## src/rtl/inst_fetch_queue.sv

```systemverilog
// Fetch queue between the I-cache response side of IF and the ID stage.
// Build with IFQ_BYPASS_EN defined to pass a push into an empty queue straight to the pop side in the same cycle.
module inst_fetch_queue #(
  parameter int DEPTH      = 8,
  parameter int DATA_WIDTH = 32,
  parameter int EXC_WIDTH  = 5
) (
  input  logic                    clk,
  input  logic                    resetn,
  input  logic                    flush_i,
  input  logic                    push_valid_i,
  input  logic [31:0]             push_pc_i,
  input  logic [DATA_WIDTH-1:0]   push_instr_i,
  input  logic [EXC_WIDTH-1:0]    push_exc_i,
  output logic                    push_ready_o,
  output logic                    pop_valid_o,
  input  logic                    pop_ready_i,
  output logic [31:0]             pop_pc_o,
  output logic [DATA_WIDTH-1:0]   pop_instr_o,
  output logic [EXC_WIDTH-1:0]    pop_exc_o,
  output logic [$clog2(DEPTH):0]  count_o
);

  localparam int PTR_W   = $clog2(DEPTH);
  localparam int CNT_W   = PTR_W + 1;
  localparam int ENTRY_W = 32 + DATA_WIDTH + EXC_WIDTH;

  logic [ENTRY_W-1:0] mem_reg [DEPTH];
  logic [PTR_W-1:0]   wp_reg, wp_next;
  logic [PTR_W-1:0]   rp_reg, rp_next;
  logic [CNT_W-1:0]   count_reg, count_next;
  logic               exc_block_reg, exc_block_next;

  logic               empty;
  logic               push_fire;
  logic               bypass;
  logic               wr_en;
  logic               rd_en;
  logic [ENTRY_W-1:0] wr_data;
  logic [ENTRY_W-1:0] head_data;

  assign empty        = (count_reg == '0);
  assign push_ready_o = (count_reg != CNT_W'(DEPTH)) & ~exc_block_reg;
  assign push_fire    = push_valid_i & push_ready_o & ~flush_i;

`ifdef IFQ_BYPASS_EN
  assign bypass = empty & push_fire & pop_ready_i;
`else
  assign bypass = 1'b0;
`endif

  // A bypassed entry is consumed on the spot, so it never occupies storage.
  assign wr_en   = push_fire & ~bypass;
  assign rd_en   = ~empty & pop_ready_i & ~flush_i;
  assign wr_data = {push_pc_i, push_instr_i, push_exc_i};

  always_comb begin
    wp_next        = wp_reg;
    rp_next        = rp_reg;
    count_next     = count_reg;
    exc_block_next = exc_block_reg;
    if (flush_i) begin
      wp_next        = '0;
      rp_next        = '0;
      count_next     = '0;
      exc_block_next = 1'b0;
    end else begin
      if (wr_en) wp_next = wp_reg + PTR_W'(1);
      if (rd_en) rp_next = rp_reg + PTR_W'(1);
      count_next = count_reg + CNT_W'(wr_en) - CNT_W'(rd_en);
      // Nothing younger than a faulting fetch may enter until the redirect.
      if (push_fire && (push_exc_i != '0)) exc_block_next = 1'b1;
    end
  end

  always_ff @(posedge clk) begin
    if (!resetn) begin
      wp_reg        <= '0;
      rp_reg        <= '0;
      count_reg     <= '0;
      exc_block_reg <= 1'b0;
    end else begin
      wp_reg        <= wp_next;
      rp_reg        <= rp_next;
      count_reg     <= count_next;
      exc_block_reg <= exc_block_next;
    end
  end

  // Storage is not reset; contents are only observed while occupied.
  genvar gi;
  generate
    for (gi = 0; gi < DEPTH; gi++) begin : g_entry
      always_ff @(posedge clk) begin
        if (wr_en && (wp_reg == PTR_W'(gi))) mem_reg[gi] <= wr_data;
      end
    end
  endgenerate

  assign head_data = mem_reg[rp_reg];

  always_comb begin
    pop_valid_o = ~empty;
    {pop_pc_o, pop_instr_o, pop_exc_o} = head_data;
    if (bypass) begin
      pop_valid_o = 1'b1;
      {pop_pc_o, pop_instr_o, pop_exc_o} = wr_data;
    end
  end

  assign count_o = count_reg;

endmodule

```

## config.mk

```make
export PLATFORM = sky130hd
export DESIGN_NAME = inst_fetch_queue
export DESIGN_NICKNAME = d
export VERILOG_FILES = /design/src/rtl/inst_fetch_queue.sv
export SDC_FILE = /design/constraint.sdc
export NUM_CORES = 1
export LEC_CHECK = 0
export CORE_MARGIN = 5
export CORE_UTILIZATION = 50
export CTS_CLUSTER_SIZE = 10
export DETAILED_ROUTE_END_ITERATION = 10
export PLACE_DENSITY = 0.69
export SLEW_MARGIN = 10
export SYNTH_ARGS = -nofsm -noshare
export SYNTH_HDL_FRONTEND = slang
export SYNTH_SLANG_ARGS = --single-unit
```

## constraint.sdc

```tcl
create_clock -name clk -period 4.2 [get_ports clk]
set_input_delay 0.63 -clock clk [delete_from_list [all_inputs] [get_ports clk]]
set_output_delay 0.63 -clock clk [all_outputs]
set_load 0.01 [all_outputs]
```

# ---- Word level (Yosys, flattened, before mapping)
# Memories as Yosys holds them, arrays and structs flattened. A register that Yosys moved wholly into a read port is not among the register bits.
# Cells that the tools add are included.
dict set report op_classes {
  n_addsub 4
  eq_ne 8
  n_mux 39
  bitwise 9
  reduce_logical 20
}
# op n
set ops {}
lappend ops {{69-bit 2-to-1 mux} 7}
lappend ops {{69-bit OR reduction} 7}
lappend ops {{3-bit 2-to-1 mux} 9}
lappend ops {{1-bit 2-to-1 mux} 23}
lappend ops {{3-bit == test (second input constant)} 4}
lappend ops {{1-bit logical AND} 9}
lappend ops {{3-bit by 1-bit adder with 3-bit output (second input constant)} 2}
lappend ops {{3-bit by 2-bit == test with 1-bit output (second input constant)} 2}
lappend ops {{1-bit AND} 5}
lappend ops {{5-bit nonzero test} 1}
lappend ops {{4-bit by 1-bit adder with 4-bit output} 1}
lappend ops {{4-bit logical NOT} 1}
lappend ops {{4-bit != test (second input constant)} 1}
lappend ops {{1-bit NOT} 4}
lappend ops {{4-bit by 1-bit subtractor with 4-bit output} 1}
lappend ops {{3-bit by 1-bit == test with 1-bit output (second input constant)} 1}
lappend ops {{3-bit logical NOT} 1}
lappend ops {{2-bit OR reduction} 1}
dict set report word_totals {
  ff_bits 11
  ram_bits 552
  inputBits 74
  wordCells 85
  n_memories 1
}
# memory words width read_ports rd_ports_with_merged_regs write_ports line
set memory_table {}
lappend memory_table {mem_reg 8 69 1 1 1 28} ;# logic [ENTRY_W-1:0] mem_reg [DEPTH];

# ---- Longest topological paths before layout
dict set report depth {
  ltp_word 15
  depth_mapped 12
}

# ---- Least setup slack after synthesis
# No wires, ideal clock.
dict set report synth_timing {
  path_kind {in2reg}
  startpoint {input port flush_i}
  endpoint {memory mem_reg[0][0] (netlist bit), enable pin}
  arrival_ns 3.135
  required_time_ns 3.765
  slack_ns 0.630
  path_stages 3
  n_path_buf 0
  path_cell_list {or3b_2 > nor2_1 > and3_1}
}
dict set report synth_via {
  elab_chain_cells 13
  elab_cells_between_ends 47
}
# element line
set synth_rtl {}
lappend synth_rtl {{start: declaration} 10} ;# input logic flush_i,
lappend synth_rtl {{1-bit NOT (*)} 44} ;# assign push_fire = push_valid_i & push_ready_o & ~flush_i;
lappend synth_rtl {{1-bit AND (*)} 44}
lappend synth_rtl {{1-bit logical AND} 95} ;# if (wr_en && (wp_reg == PTR_W'(gi))) mem_reg[gi] <= wr_data;
lappend synth_rtl {{1-bit 2-to-1 mux} 95}
lappend synth_rtl {{1-bit 2-to-1 mux (not written as such)} 95}
lappend synth_rtl {{69-bit OR reduction (no source line)} n/a}
lappend synth_rtl {{3-bit 2-to-1 mux (no source line) / 1-bit 2-to-1 mux (equally long branches) (7 in a row)} n/a}
lappend synth_rtl {{end: declaration} 28}
# Mark *: on every way between the ends. The rest lies on a longest branch, timed or not.

==> flow_summary.json <==
{
  "placed_area_um2": 23800,
  "start_kind": "register",
  "syn_inst": 888,
  "die_w_um": 218,
  "hold_class": "register to register",
  "port_buffers": 148,
  "cts_buffer_depth": 3,
  "vias_per_cell": 5.79,
  "drt_pass1_iterations": 7,
  "place_ws_ns": 0.646,
  "synth_area_leaders": "edfxtp_1, mux4_2, mux2_2",
  "p_leak_nw": 7.91,
  "nets": 1178,
  "worstSetupEndpointType": "primary output",
  "yosys_warnings": 0,
  "cts_buffers": 67,
  "async_flop_share_pct": 0,
  "synth_area_um2": 21500,
  "fin_crit_ns": 3.53,
  "cp.arrival_ns": 2.90,
  "synth_top_cell_by_area": "edfxtp_1",
  "final_hold_viol_count": 0,
  "irDropWorstVdd_uv": 218,
  "synth_seq_cells": 566,
  "worstPathRequired_ns": 3.57,
  "rows": 76,
  "core_um2": 42800,
  "drtIter0Drc": 771,
  "start_util_pct": 50.3,
  "fmax_mhz": 283,
  "vias": 9586,
  "post-route-drc-count": 0,
  "io_pins": 149,
  "grt_max_degree": 59,
  "cts_tree": "yes",
  "worstPathMaxFanout": 48,
  "ys.flop_type": "edfxtp_1",
  "cts_resized": 0,
  "place_hpwl_mm": 24.3,
  "htreeDepth": 3,
  "seq_area_frac_synth_pct": 78.3,
  "syn_avg_cell_area_um2": 24.2,
  "cellPowerDensity_nw_per_um2": 456,
  "drive_above_1_share_pct": 28.7,
  "holdBufCountCts": 0,
  "skew_ns": 0.0201,
  "cts_setup_buffers": 0,
  "clock_latency_ns": 0.56,
  "synth_nets": 976,
  "area_growth_pct": 19.3,
  "ant_nets": 0,
  "period_share_pct": 84.1,
  "grt_usage_pct": 18.1,
  "tightest_slew_ns": 0.698,
  "dieHeight_um": 218,
  "clock_sinks": 566,
  "place.gp.congestion": 0.765,
  "design.die.area_um2": 47300,
  "path_class": "register to primary output",
  "synth_edf_count": 552,
  "root_buffer": "clkbuf_16",
  "setup_viol": 0,
  "wl_mm": 41.8,
  "grt_pass1_wl_mm": 64.7,
  "rsz0062_at_grt": "no",
  "relSlewSlack_pct": 53.4,
  "antenna_found_initial": 2,
  "maxCapViolations": 0,
  "wl_per_cell_um": 25.2,
  "nFillCells": 2973,
  "yosys.area.top_type_share_pct": 77.0,
  "setup_tns_ns": 0,
  "outcome": "complete, no violations",
  "yosysMostFrequentCell": "edfxtp_1",
  "cts.clk_slew.worst_paths_ns": 0.05,
  "final_max_slew_viol_count": 0,
  "overflow": 0,
  "final_area_um2": 25700,
  "synth_cell_types": 33,
  "largest_reg_flops": 552,
  "synthTopCellsByCount": "edfxtp_1, mux4_2, mux2_2, buf_6, dfxtp_1",
  "fin_ws_ns": 0.667,
  "grt_pass1_vias": 10500
}
[through the flow]
| stage | power [mW] | utilization [%] | hold WS, ns | instances |
|---|---|---|---|---|
| after floorplan | 6.54 | - | 0.459 | 888 |
| after global placement | 6.81 | 55.7 | 0.465 | 1567 |
| after detailed placement | 6.82 | 55.7 | 0.484 | 1567 |
| after CTS | 11.8 | 60.0 | 0.501 | 1655 |
| after global routing | 12.1 | 60.0 | 0.526 | 1655 |
| final | 11.7 | 60.0 | 0.496 | 1656 |
[report_power, final]
group,internal [mW],total [mW],switching (mW)
Combinational,0.217,0.427,0.210
Clock,3.00,5.01,2.00
Sequential,6.26,6.28,0.0178
Total,9.48,11.7,2.23
[path summary, 6_finish.rpt]
kind,depth (start not counted),start,endpoint,slack [ns]
max,4,register,pop_exc_o[1],0.67
min,2,rp_reg[2]$_SDFFE_PP0P_,register,0.50
max reg2reg,10,exc_block_reg$_SDFFE_PP0P_,count_o[2]$_SDFF_PP0_,1.48
min reg2reg,2,rp_reg[2]$_SDFFE_PP0P_,register,0.50
[cells by family (layout without fill, tap and decap cells)]
group	Yosys count	after routing	share of synthesized area, %
flip-flops	566	566	78.3
multiplexers	208	208	18.1
XOR/XNOR	1	1	0.0407
buffers and inverters	51	272	1.40
other	0	1	0
adder cells (fa/ha/maj)	14	14	0.849
AND/OR/NAND/NOR	34	34	0.947
AO/OA/AOI/OAI	14	14	0.372
[cell type report]
cell class / count / area [µm²] / area share, %
repair buffers: 173 / 1830 / 7.13
clock buffers: 84 / 1780 / 6.94
multi-input cells: 271 / 4410 / 17.2
flip-flops and latches: 566 / 16900 / 65.7
diodes: 1 / 2.50 / 0.00975
well taps: 546 / 683 / 2.66
inverters: 11 / 41.3 / 0.161
clock inverters: 4 / 56.3 / 0.219
[cells in the final DEF, fill, tap and decap left out, drive strengths merged]
cell and count:
xor2 1, nor3b 3, nand4b 1, and3 8, dfxtp 14, inv 14
and2 2, mux2i 1, a211oi 1, o31ai 1, nand3b 1, mux4 138
o21ai 5, nor2b 2, diode 1, clkdlybuf4s50 148, or3b 2, o21a 1
clkbuf 84, nand3 1, buf 25, nor4 1, nor2 5, a21oi 5
fa 1, edfxtp 552, bufinv 1, nand2 3, mux2 69, a21o 1
or3 1, nand2b 2, nand4 2, ha 13
[worst max-delay path: stages, from the launching register on]
cell and delay [ns]:
dfxtp_4 0.51, buf_12 0.37, mux4_2 0.57, mux2_2 0.28, clkdlybuf4s50_1 0.58
[layer usage]
layer | GRT usage, % | up-vias | part of all wire (%)
met2 | 28.3 | 263 | 48
li1 | - | 4160 | -
met5 | 0 | - | 0.074
met1 | 25.7 | 5089 | 44
met3 | 4.43 | 70 | 5.4
met4 | 5.62 | 4 | 2.2
No activity file was read; power rests on OpenSTA's default activity.
